[src/rtl/framebuffer_reader.sv]
// framebuffer_reader
//   Streams one frame out of a frame buffer in raster order. Geometry is picked
//   by IMAGE_STATE when a frame starts (2 -> 80x60, 1 -> 320x240,
//   0/3 -> 160x120). Reads have a fixed one-cycle latency. Returned data lands
//   in a two-entry output buffer that is drained over a valid/ready handshake.
//
//   Optional feature: define FB_READER_CHECKSUM_EN to add the CHECKSUM output.
//   CHECKSUM is the modulo-2^16 sum of the pixels accepted in the current frame.
//
// Ports
//   CLK          in   clock; all state changes on the rising edge
//   RESET        in   synchronous, active-high reset
//   start        in   level request to stream one frame
//   IMAGE_STATE  in   [1:0] geometry select, sampled on IDLE->RUN
//   RD_ADDR      out  [ADDR_W-1:0] frame-buffer read address (0 when rden low)
//   rden         out  frame-buffer read strobe
//   RD_DATA      in   [DATA_W-1:0] read data, valid one cycle after rden
//   PIXEL_OUT    out  [DATA_W-1:0] streamed pixel
//   pixel_valid  out  PIXEL_OUT/X_OUT/Y_OUT/last are valid
//   pixel_ready  in   downstream accept
//   X_OUT        out  [8:0] column of PIXEL_OUT
//   Y_OUT        out  [7:0] row of PIXEL_OUT
//   last         out  final pixel of the frame
//   busy         out  high in RUN and DRAIN
//   done         out  high in DONE
//   CHECKSUM     out  [15:0] (FB_READER_CHECKSUM_EN only)
//
// state  | meaning
// IDLE   | waiting for start; geometry latched on exit
// RUN    | issuing reads 0 .. W*H-1, throttled by output buffer space
// DRAIN  | all reads issued; emptying the output buffer
// DONE   | frame complete; waits for start to drop
module framebuffer_reader #(
  parameter int DATA_W = 8,
  parameter int ADDR_W = 17
) (
  input  logic              CLK,
  input  logic              RESET,
  input  logic              start,
  input  logic [1:0]        IMAGE_STATE,
  output logic [ADDR_W-1:0] RD_ADDR,
  output logic              rden,
  input  logic [DATA_W-1:0] RD_DATA,
  output logic [DATA_W-1:0] PIXEL_OUT,
  output logic              pixel_valid,
  input  logic              pixel_ready,
  output logic [8:0]        X_OUT,
  output logic [7:0]        Y_OUT,
  output logic              last,
  output logic              busy,
  output logic              done
`ifdef FB_READER_CHECKSUM_EN
  ,
  output logic [15:0]       CHECKSUM
`endif
);

  typedef enum logic [1:0] {
    S_IDLE  = 2'd0,
    S_RUN   = 2'd1,
    S_DRAIN = 2'd2,
    S_DONE  = 2'd3
  } state_t;

  state_t state, state_nx;

  // Latched frame geometry
  logic [8:0]        geo_w;
  logic [7:0]        geo_h;
  logic [ADDR_W-1:0] geo_total;
  logic [8:0]        sel_w;
  logic [7:0]        sel_h;
  logic [ADDR_W-1:0] sel_total;

  // Read side
  logic [ADDR_W-1:0] rd_ptr;
  logic              inflight;

  // Two-entry output buffer
  logic [DATA_W-1:0] buf0, buf1;
  logic              wr_sel, rd_sel;
  logic [1:0]        buf_cnt;
  logic [DATA_W-1:0] head_data;

  // Coordinates of the buffer head
  logic [8:0]        x_cnt;
  logic [7:0]        y_cnt;

  logic              push, pop;
  logic              start_frame;
  logic              last_read;
  logic              head_last;
  logic [2:0]        occ_after;

  always_comb begin
    sel_w     = 9'd160;
    sel_h     = 8'd120;
    sel_total = ADDR_W'(19200);
    case (IMAGE_STATE)
      2'd2: begin
        sel_w     = 9'd80;
        sel_h     = 8'd60;
        sel_total = ADDR_W'(4800);
      end
      2'd1: begin
        sel_w     = 9'd320;
        sel_h     = 8'd240;
        sel_total = ADDR_W'(76800);
      end
      default: ;
    endcase
  end

  assign pixel_valid = (buf_cnt != 2'd0);
  assign pop         = pixel_valid & pixel_ready;
  assign push        = inflight;
  assign head_data   = rd_sel ? buf1 : buf0;
  assign head_last   = (x_cnt == geo_w - 9'd1) && (y_cnt == geo_h - 8'd1);

  // Occupancy once this cycle's pop has happened. Counting the pop lets a read
  // go out every cycle while the consumer keeps up, and the buffer still
  // cannot overflow because the returning data only lands after the pop.
  assign occ_after = {1'b0, buf_cnt} + {2'b00, inflight} - {2'b00, pop};

  always_comb begin
    state_nx    = state;
    rden        = 1'b0;
    start_frame = 1'b0;
    last_read   = 1'b0;
    case (state)
      S_IDLE: begin
        if (start) begin
          start_frame = 1'b1;
          state_nx    = S_RUN;
        end
      end
      S_RUN: begin
        rden      = (occ_after < 3'd2);
        last_read = rden && (rd_ptr == geo_total - ADDR_W'(1));
        if (last_read) begin
          state_nx = S_DRAIN;
        end
      end
      S_DRAIN: begin
        if (pop && head_last) begin
          state_nx = S_DONE;
        end
      end
      S_DONE: begin
        if (!start) begin
          state_nx = S_IDLE;
        end
      end
      default: state_nx = S_IDLE;
    endcase
  end

  always_ff @(posedge CLK) begin
    if (RESET) begin
      state <= S_IDLE;
    end else begin
      state <= state_nx;
    end
  end

  always_ff @(posedge CLK) begin
    if (RESET) begin
      geo_w     <= '0;
      geo_h     <= '0;
      geo_total <= '0;
    end else if (start_frame) begin
      geo_w     <= sel_w;
      geo_h     <= sel_h;
      geo_total <= sel_total;
    end
  end

  always_ff @(posedge CLK) begin
    if (RESET) begin
      rd_ptr   <= '0;
      inflight <= 1'b0;
    end else begin
      inflight <= rden;
      if (start_frame) begin
        rd_ptr <= '0;
      end else if (rden) begin
        rd_ptr <= rd_ptr + ADDR_W'(1);
      end
    end
  end

  always_ff @(posedge CLK) begin
    if (RESET) begin
      buf0    <= '0;
      buf1    <= '0;
      wr_sel  <= 1'b0;
      rd_sel  <= 1'b0;
      buf_cnt <= 2'd0;
    end else begin
      if (push) begin
        if (wr_sel) begin
          buf1 <= RD_DATA;
        end else begin
          buf0 <= RD_DATA;
        end
        wr_sel <= ~wr_sel;
      end
      if (pop) begin
        rd_sel <= ~rd_sel;
      end
      case ({push, pop})
        2'b10:   buf_cnt <= buf_cnt + 2'd1;
        2'b01:   buf_cnt <= buf_cnt - 2'd1;
        default: buf_cnt <= buf_cnt;
      endcase
    end
  end

  always_ff @(posedge CLK) begin
    if (RESET) begin
      x_cnt <= '0;
      y_cnt <= '0;
    end else if (start_frame) begin
      x_cnt <= '0;
      y_cnt <= '0;
    end else if (pop) begin
      if (x_cnt == geo_w - 9'd1) begin
        x_cnt <= '0;
        y_cnt <= (y_cnt == geo_h - 8'd1) ? 8'd0 : y_cnt + 8'd1;
      end else begin
        x_cnt <= x_cnt + 9'd1;
      end
    end
  end

  // Handshake-side outputs read as zero whenever nothing is offered.
  assign RD_ADDR   = rden ? rd_ptr : '0;
  assign PIXEL_OUT = pixel_valid ? head_data : '0;
  assign X_OUT     = pixel_valid ? x_cnt : 9'd0;
  assign Y_OUT     = pixel_valid ? y_cnt : 8'd0;
  assign last      = pixel_valid & head_last;
  assign busy      = (state == S_RUN) || (state == S_DRAIN);
  assign done      = (state == S_DONE);

`ifdef FB_READER_CHECKSUM_EN
  always_ff @(posedge CLK) begin
    if (RESET) begin
      CHECKSUM <= '0;
    end else if (start_frame) begin
      CHECKSUM <= '0;
    end else if (pop) begin
      CHECKSUM <= CHECKSUM + 16'(head_data);
    end
  end
`else
  // Checksum datapath is not built in this configuration.
`endif

endmodule
[config.mk]
export PLATFORM = sky130hd
export DESIGN_NAME = framebuffer_reader
export DESIGN_NICKNAME = d
export VERILOG_FILES = /design/src/rtl/framebuffer_reader.sv
export SDC_FILE = /design/constraint.sdc
export NUM_CORES = 1
export LEC_CHECK = 0
export CORE_UTILIZATION = 55
export CTS_BUF_LIST = sky130_fd_sc_hd__clkbuf_8
export CTS_CLUSTER_DIAMETER = 40
export CTS_CLUSTER_SIZE = 30
export DETAILED_ROUTE_END_ITERATION = 16
export HOLD_SLACK_MARGIN = 0.08
export PLACE_DENSITY = 0.82
export SYNTH_ARGS = -nofsm -noshare
export SYNTH_HDL_FRONTEND = slang
export SYNTH_SLANG_ARGS = --single-unit
[constraint.sdc]
create_clock -name CLK -period 4.3 [get_ports CLK]
set_input_delay 0.43 -clock CLK [delete_from_list [all_inputs] [get_ports CLK]]
set_output_delay 0.43 -clock CLK [all_outputs]
set_load 0.02 [all_outputs]
# Word-level counts from Yosys, hierarchy flattened
# Cells that the tools add are included.
dict set report op_classes {
  addsub 10
  magnitude_cmp 1
  eq_ne 14
  muxes 19
  n_bitwise 4
  reduce_logical 12
}
# cell n
set op_table {}
lappend op_table {{$pmux W17 S2} 1}
lappend op_table {{$mux W8} 4}
lappend op_table {{$mux W9} 2}
lappend op_table {{$pmux W9 S2} 1}
lappend op_table {{$add A17 B1 Y17 const B} 1}
lappend op_table {{$eq A17 B17 Y1} 1}
lappend op_table {{$mux W17} 1}
lappend op_table {{$sub A17 B1 Y17 const B} 1}
lappend op_table {{$pmux W8 S2} 1}
lappend op_table {{$add A9 B1 Y9 const B} 1}
lappend op_table {{$eq A9 B9 Y1} 1}
lappend op_table {{$sub A9 B1 Y9 const B} 1}
lappend op_table {{$add A8 B1 Y8 const B} 1}
lappend op_table {{$eq A2 B2 Y1 const B} 4}
lappend op_table {{$eq A8 B8 Y1} 1}
lappend op_table {{$mux W2} 4}
lappend op_table {{$ne A2 B2 Y1 const B} 4}
lappend op_table {{$pmux W2 S4} 1}
lappend op_table {{$sub A8 B1 Y8 const B} 1}
lappend op_table {{$eq A2 B1 Y1 const B} 3}
lappend op_table {{$reduce_and A2 Y1} 3}
lappend op_table {{$pmux W2 S2} 1}
lappend op_table {{$reduce_and A4 Y1} 1}
lappend op_table {{$reduce_bool A2 Y1} 2}
lappend op_table {{other kinds (12)} 18}
dict set report totals {
  register_bits 91
  wordCells 73
}

# Depth between registers and ports, before layout
# Gate-level depths: netlist of the first run.
dict set report logic_depth {
  ltp_word 7
  depth_mapped 13
  ltp_nobuf 11
}

# Worst setup path after synthesis of the first run
# OpenSTA, ideal clock, no wires.
dict set report synth_timing {
  kind {reg2reg}
  startpoint {register buf_cnt[1]}
  endpoint {register rd_ptr[15]}
  setup_ns 0.128
  arrival_ns 2.891
  required_time_ns 4.172
  path_slack_ns 1.281
  path_stages_with_launch 14
  n_path_buf 2
  path_cell_list {dfxtp_1 -> o21ai_1 -> inv_1 -> ha_1 -> nor2_1 -> fa_1 -> nor2b_1 -> clkbuf_1 -> nand4_1 -> or2_1 -> clkbuf_1 -> nor3_1 -> xnor2_1 -> nor2_1}
}
dict set report synth_via {
  elab_chain_len 5
  elab_cells_between_ends 6
  cone_classes {add/sub: 2; order compare: 1; mux: 1; bitwise: 1; reduce/logical: 1}
}
# item line_no
set synth_rtl {}
lappend synth_rtl {{start, declared} 82} ;# logic [1:0] buf_cnt;
lappend synth_rtl {{start signal, assigned} 212} ;# 2'b10: buf_cnt <= buf_cnt + 2'd1;
lappend synth_rtl {{start signal, assigned} 213} ;# 2'b01: buf_cnt <= buf_cnt - 2'd1;
lappend synth_rtl {{start signal, assigned} 214} ;# default: buf_cnt <= buf_cnt;
lappend synth_rtl {{$reduce_bool A2 Y1} 114} ;# assign pixel_valid = (buf_cnt != 2'd0);
lappend synth_rtl {{$and A1 B1 Y1} 115} ;# assign pop = pixel_valid & pixel_ready;
lappend synth_rtl {{named net pop} 89} ;# logic push, pop;
lappend synth_rtl {{$sub A3 B1 Y3} 123} ;# assign occ_after = {1'b0, buf_cnt} + {2'b00, inflight} - {2'b00, pop};
lappend synth_rtl {{$lt A3 B2 Y1} 138} ;# rden = (occ_after < 3'd2);
lappend synth_rtl {{$mux W1} 130} ;# case (state)
lappend synth_rtl {{end signal, assigned} 187} ;# rd_ptr <= rd_ptr + ADDR_W'(1);
lappend synth_rtl {{end, declared} 76} ;# logic [ADDR_W-1:0] rd_ptr;
# The timed path passes the listed nets, and every way through them passes these cells.
# A chain may end at the register's enable or synchronous reset.

# Final worst setup path of the first run
dict set report layout_timing {
  startpoint {register buf_cnt[1]}
  endpoint {output rden}
}
dict set report layout_via {
  elab_chain_len 5
  elab_cells_between_ends 6
  cone_classes {add/sub: 2; order compare: 1; mux: 1; bitwise: 1; reduce/logical: 1}
}
# item line_no
set layout_rtl {}
lappend layout_rtl {{$reduce_bool A2 Y1} 114}
lappend layout_rtl {{$and A1 B1 Y1} 115}
lappend layout_rtl {{named net pop} 89}
lappend layout_rtl {{$sub A3 B1 Y3} 123}
lappend layout_rtl {{$lt A3 B2 Y1} 138}
lappend layout_rtl {{$mux W1} 130}
lappend layout_rtl {{end, declared} 42} ;# output logic rden,
# The timed path passes the listed nets, and every way through them passes these cells.

==> results of run 1 <==
-- per-stage QoR --
stage          total power [mW]  hold slack, ns  cells   util  cell area (µm²)
2_1_floorplan              1.25           0.436    457      -             3690
3_3_place_gp               1.40           0.442    571  0.670             4310
3_5_place_dp               1.42           0.447    571  0.670             4310
4_1_cts                    1.93           0.458    587  0.701             4500
5_1_grt                    2.05           0.482    587  0.701             4500
6_report                   1.92           0.455    587  0.701             4500
-- placed cells by master, fill, tap and decap left out, types with 9 or more instances in the layout --
| cell type | n |
|---|---|
| clkbuf_8 | 9 |
| ha_1 | 16 |
| mux2i_1 | 12 |
| and3_1 | 20 |
| inv_1 | 18 |
| nand3_1 | 21 |
| dfxtp_1 | 64 |
| clkdlybuf4s50_1 | 60 |
| xor2_1 | 23 |
| nor2_1 | 57 |
| a21oi_1 | 27 |
| xnor2_1 | 35 |
| nor2b_1 | 21 |
| nand2_1 | 48 |
-- power groups by stage --
| stage | clock network [mW] | registers [mW] | logic (mW) |
|---|---|---|---|
| detailed placement | 0 | 0.748 | 0.674 |
| finish | 0.512 | 0.736 | 0.676 |
| global placement | 0 | 0.746 | 0.655 |
| floorplan | 0 | 0.694 | 0.560 |
| CTS | 0.519 | 0.734 | 0.677 |
| global route | 0.550 | 0.747 | 0.752 |
-- cells by family (layout without fill, tap and decap cells) --
family	count (synthesis)	in the layout	share of synthesized area
muxes	14	14	0.0386
and+or+nand+nor	216	216	0.298
DFF	64	64	0.347
xor gates and xnor gates	58	58	0.138
adders and majority gates	17	17	0.0596
buffers and inverters	45	98	0.0501
AOI/OAI and AO/OA	43	43	0.0688
-- path summary, 6_finish.rpt --
kind / startpoint / endpoint / slack, ns / cells after the start
max reg2reg: buf_cnt[1] / state[0] / 0.78 / 12
min: buf0[7] / buf0[7] / 0.45 / 2
min reg2reg: buf0[7] / buf0[7] / 0.45 / 2
max: buf_cnt[1] / rden / 0.39 / 9
-- worst max-delay path, stage by stage, from the launching register on --
cell	delay [ns]
dfxtp_1	0.38
o21ai_1	0.42
inv_1	0.19
ha_1	0.31
nor2_1	0.14
fa_1	0.46
nor2b_1	0.12
buf_4	0.20
and2_1	0.28
clkdlybuf4s50_1	0.65
-- sequential cells by signal, indices dropped and copies added, names as in the netlist, 2 cells and up --
name / cells
buf0: 8
buf1: 8
buf_cnt: 2
geo_h: 3
geo_w: 3
rd_ptr: 17
state: 2
x_cnt: 9
y_cnt: 8
-- layer usage --
| metal | track usage | wire length [µm] | vias to the layer above |
|---|---|---|---|
| li1 | - | - | 1610 |
| met1 | 0.306 | 3640 | 1512 |
| met2 | 0.402 | 3850 | 75 |
| met3 | 0.0425 | 311 | 17 |
| met4 | 0.111 | 169 | 0 |
| met5 | 0 | 0 | - |
-- cell type report --
type,instances,area (µm²),area share
Multi-Input combinational cell,348,2230,0.495
Sequential cell,64,1280,0.285
Timing Repair Buffer,64,631,0.140
Clock buffer,9,124,0.0275
Tap cell,77,96.3,0.0214
Clock inverter,7,71.3,0.0158
Inverter,18,67.6,0.0150
==> results.py, run 1 <==
metrics = {
    "status": {
        "outcome": "finished with violations",
        "failed_checks": "design-rule violations",
    },
    "sta": {
        "setup_viol": 0,
        "worst_case_clock_skew_ns": 0.00756,
        "rsz0062_at_grt": "no",
        "period_minus_slack_ns": 3.91,
        "timing.max_slew.rel_slack": 0.248,
        "tightestPinTransition_ns": 1.13,
        "tns_ns": 0,
        "clock.fmax_ghz": 0.256,
        "slew_viol_final": 0,
        "timing_hold_violations_final": 0,
        "postLayoutSetupSlackWorst_ns": 0.388,
        "finalCritPeriodShare": 0.910,
    },
    "synth": {
        "synth-async-reset-ratio": 0,
        "synth_top_cell_area_share": 0.347,
        "synthTopCellsByCount": "dfxtp_1, nor2_1, nand2_1, xnor2_1, a21oi_1",
        "synth-edff-count": 0,
        "most_repeated_cell_in_the_gate_level_netlist_after_synthesis": "dfxtp_1",
        "post_synth.cell_area_avg_um2": 8.08,
        "ys_top_cells_by_area": "dfxtp_1, xnor2_1, nor2_1",
        "synth_seq_cells": 64,
        "post-synth-top-area-cell": "dfxtp_1",
        "synth.cell_area_mm2": 0.00369,
        "syn_inst": 457,
        "yosys.cell_types.count": 49,
        "synthesis.nets": 488,
        "synth_top_flop_cell": "dfxtp_1",
        "warnings_from_yosys": 0,
        "synth_seq_area_share": 0.347,
    },
    "floorplanning": {
        "start_util": 0.575,
        "fp.dieArea_mm2": 0.00705,
        "boundaryPins": 61,
        "die_w_um": 84.0,
        "fp.coreArea_mm2": 0.00642,
        "floorplan_row_count": 29,
        "height_of_the_die_um": 84.0,
    },
    "final_layout": {
        "area_growth_syn_to_layout_pct": 21.8,
        "layout.filler_cells": 533,
        "final_net_count": 536,
        "antennaDiodeCount": 0,
        "post_route_cells_drive_above_1_share": 0.0627,
    },
    "grt": {
        "first_global_vias": 3063,
        "grt-ovfl-total": 0,
        "track_usage": 0.242,
        "antenna_found_initial": 0,
        "grt_pass1_wl_um": 13900,
        "grt_start_max_net_pins": 28,
    },
    "min_path": {
        "timing.hold.worst.class": "reg -> reg",
    },
    "power_and_ir_drop": {
        "power_per_cell_area_mw_per_mm2": 427,
        "power_frac_clock": 0.266,
        "switchingPower_mw": 0.723,
        "power.share.switching": 0.376,
        "power_report.internal_total_mw": 1.20,
        "comb_power_share": 0.351,
        "seqPwrFrac": 0.382,
        "p_leak_nw": 1.58,
        "worst_ir_drop_vdd_v": 0.000377,
    },
    "drt": {
        "routed_wl_um": 7970,
        "final_antenna_net_count": 0,
        "detail_route.iter0.violations": 107,
        "drt_pass1_iterations": 11,
        "wire_per_inst_um": 13.6,
        "drt_drc_violations_left": 4,
        "detailroute.via_count": 3214,
        "viasPerCell": 5.48,
    },
    "setup_path": {
        "worstPathRequired_ns": 3.87,
        "critical_path.max_fanout": 20,
        "worstSetupPathType": "reg -> out",
        "endpoint_kind": "output port",
        "crit_path_start_kind": "register",
        "worstPathArrival_ns": 3.48,
    },
    "placed_design": {
        "place_hpwl_um": 5770,
        "buffers_on_ports": 60,
        "final_weighted_congestion_in_routability_driven_placement": 0.821,
        "pre_cts_ws_ns": 0.466,
    },
    "cts": {
        "cts-resized-gates": 0,
        "cts.repair_timing.setup_buffer_count": 0,
        "clock_latency_reported_for_the_late_side_of_the_worst_skew_pair_ns": 0.34,
        "ctsHoldBuffers": 0,
        "tritoncts": "done",
        "htreeDepth": 3,
        "clock_sink_count": 64,
        "clk_transition_reported_paths_ns": 0.07,
        "cts_inserted_buffers": 9,
        "cts-root-to-sink-buffers": 2,
        "ctsRootBufferMaster": "clkbuf_8",
    },
    "flow_run": {
        "timing.max_cap.violations": 0,
    },
}
(Power assumes the default switching activity.)
==> inputs of run 2 (changes only) <==
HOLD_SLACK_MARGIN = default   (was 0.08)
clock period = 3.8 ns   (was 4.3 ns; I/O delays follow)
==> results.py, run 2 (same netlist as run 1, synthesis figures left out) <==
metrics = {
    "status": {
        "outcome": "finished with violations",
        "failed_checks": "design-rule violations",
    },
    "drt": {
        "wire_per_inst_um": 13.9,
        "met2_wire_length_um": 4080,
        "routed_met1_length_um": 3650,
        "final_antenna_net_count": 0,
        "routed-wl-met3_um": 298,
        "drt_pass1_iterations": 10,
        "routed_wl_um": 8210,
        "drt_drc_violations_left": 4,
        "viasPerCell": 5.56,
        "detailroute.via_count": 3276,
        "highest_layer": "met4",
        "detail_route.iter0.violations": 144,
    },
    "sta": {
        "timing_hold_violations_final": 0,
        "finalCritPeriodShare": 0.956,
        "timing.max_slew.rel_slack": 0.467,
        "clock.fmax_ghz": 0.275,
        "tns_ns": 0,
        "setup_viol": 0,
        "slew_viol_final": 0,
        "tightestPinTransition_ns": 0.797,
        "rsz0062_at_grt": "no",
        "period_minus_slack_ns": 3.63,
        "worst_case_clock_skew_ns": 0.00599,
    },
    "cts": {
        "ctsRootBufferMaster": "clkbuf_8",
        "clk_transition_reported_paths_ns": 0.08,
        "cts.repair_timing.setup_buffer_count": 0,
        "clock_latency_reported_for_the_late_side_of_the_worst_skew_pair_ns": 0.36,
        "clock_sink_count": 64,
        "htreeDepth": 3,
        "ctsHoldBuffers": 0,
        "tritoncts": "done",
        "cts-root-to-sink-buffers": 2,
        "cts_inserted_buffers": 9,
    },
    "setup_path": {
        "worstRegToRegCells": 11,
        "crit_start": "geo_h[3]",
        "cp-endpoint": "last",
        "regToRegEndpoint": "state[0]",
        "critical_path.max_fanout": 10,
        "worstReg2RegStart": "buf_cnt[1]",
        "timing.reg2reg.setup_slack_ns": 0.60,
        "worstPathRequired_ns": 3.42,
        "worstPathArrival_ns": 3.25,
        "endpoint_kind": "output port",
        "worstSetupPathType": "reg -> out",
        "crit_path_start_kind": "register",
    },
    "final_layout": {
        "area_growth_syn_to_layout_pct": 23.5,
        "layout_common_cells": "dfxtp_1, clkdlybuf4s50_1, nor2_1",
        "final_common_cell": "dfxtp_1",
        "biggestRegsByFlops": "rd_ptr: 17 flops, x_cnt: 9 flops",
        "fin_util": 0.711,
        "final_net_count": 538,
        "register_with_the_most_flip_flops": "rd_ptr",
        "post_route_cells_drive_above_1_share": 0.0684,
        "antennaDiodeCount": 0,
        "max_ffs_per_register": 17,
    },
    "flow_run": {
        "timing.max_cap.violations": 0,
    },
    "floorplanning": {
        "height_of_the_die_um": 84.0,
        "floorplan_row_count": 29,
        "die_w_um": 84.0,
        "fp.dieArea_mm2": 0.00705,
        "boundaryPins": 61,
        "start_util": 0.575,
        "fp.coreArea_mm2": 0.00642,
    },
    "min_path": {
        "timing.hold.worst.class": "reg -> reg",
        "min_from": "buf0[7]",
        "hold_path_depth": 2,
    },
    "grt": {
        "first_global_vias": 2936,
        "grt-ovfl-total": 0,
        "grt_start_max_net_pins": 23,
        "grt_pass1_wl_um": 13600,
        "antenna_found_initial": 0,
        "track_usage": 0.243,
    },
    "power_and_ir_drop": {
        "p_leak_nw": 1.62,
        "power_per_cell_area_mw_per_mm2": 508,
        "worst_ir_drop_vdd_v": 0.000463,
    },
    "placed_design": {
        "place_hpwl_um": 5780,
        "final_weighted_congestion_in_routability_driven_placement": 0.821,
        "buffers_on_ports": 60,
    },
}
## run 2: layout make-up
class | count | area (µm²)
Clock inverter | 7 | 103
Tap cell | 77 | 96.3
Fill cell | 478 | 1860
Clock buffer | 9 | 124
Timing Repair Buffer | 66 | 661
Inverter | 18 | 67.6
Sequential cell | 64 | 1280
Multi-Input combinational cell | 348 | 2230
## run 2: worst min path at each step
stage / to
3_5_place_dp: buf0[5]
3_3_place_gp: buf0[4]
4_1_cts: buf0[5]
2_1_floorplan: buf0[0]
5_1_grt: buf1[2]
6_report: buf0[7]
## run 2: per-layer routing
metal / track usage / up-vias
li1: - / 1626
met5: 0 / -
met3: 0.0386 / 16
met1: 0.299 / 1556
met4: 0.119 / 0
met2: 0.412 / 78
## run 2: through the flow
stage	instance area [µm²]	worst slack (ns)	cells	hold slack, ns	power (mW)
after floorplan	3690	0.781	457	0.436	1.42
after global placement	4330	0.314	573	0.441	1.62
after detailed placement	4330	0.259	573	0.446	1.65
after CTS	4560	0.0204	589	0.458	2.33
after global routing	4560	0.0763	589	0.483	2.45
final	4560	0.168	589	0.457	2.32
## run 2: power by group
part / switching, mW / internal [mW] / total (mW) / leakage (nW)
registers: 0.103 / 0.732 / 0.835 / 0.518
logic: 0.457 / 0.349 / 0.807 / 0.990
clock network: 0.299 / 0.377 / 0.676 / 0.111
total: 0.859 / 1.46 / 2.32 / 1.62
## run 2: repair_timing
item	in CTS	in global routing
endpoints found under the setup margin	0	2
resized for setup	0	2
hold endpoints to repair	0	0
## run 2: worst max-delay path: stages, from the launching register on
cell and delay [ns]:
dfxtp_2 0.46, inv_1 0.08, ha_1 0.18, ha_1 0.31, xor2_1 0.18, nand4_1 0.11
or4_4 0.53, nor4_1 0.37, clkdlybuf4s50_1 0.67
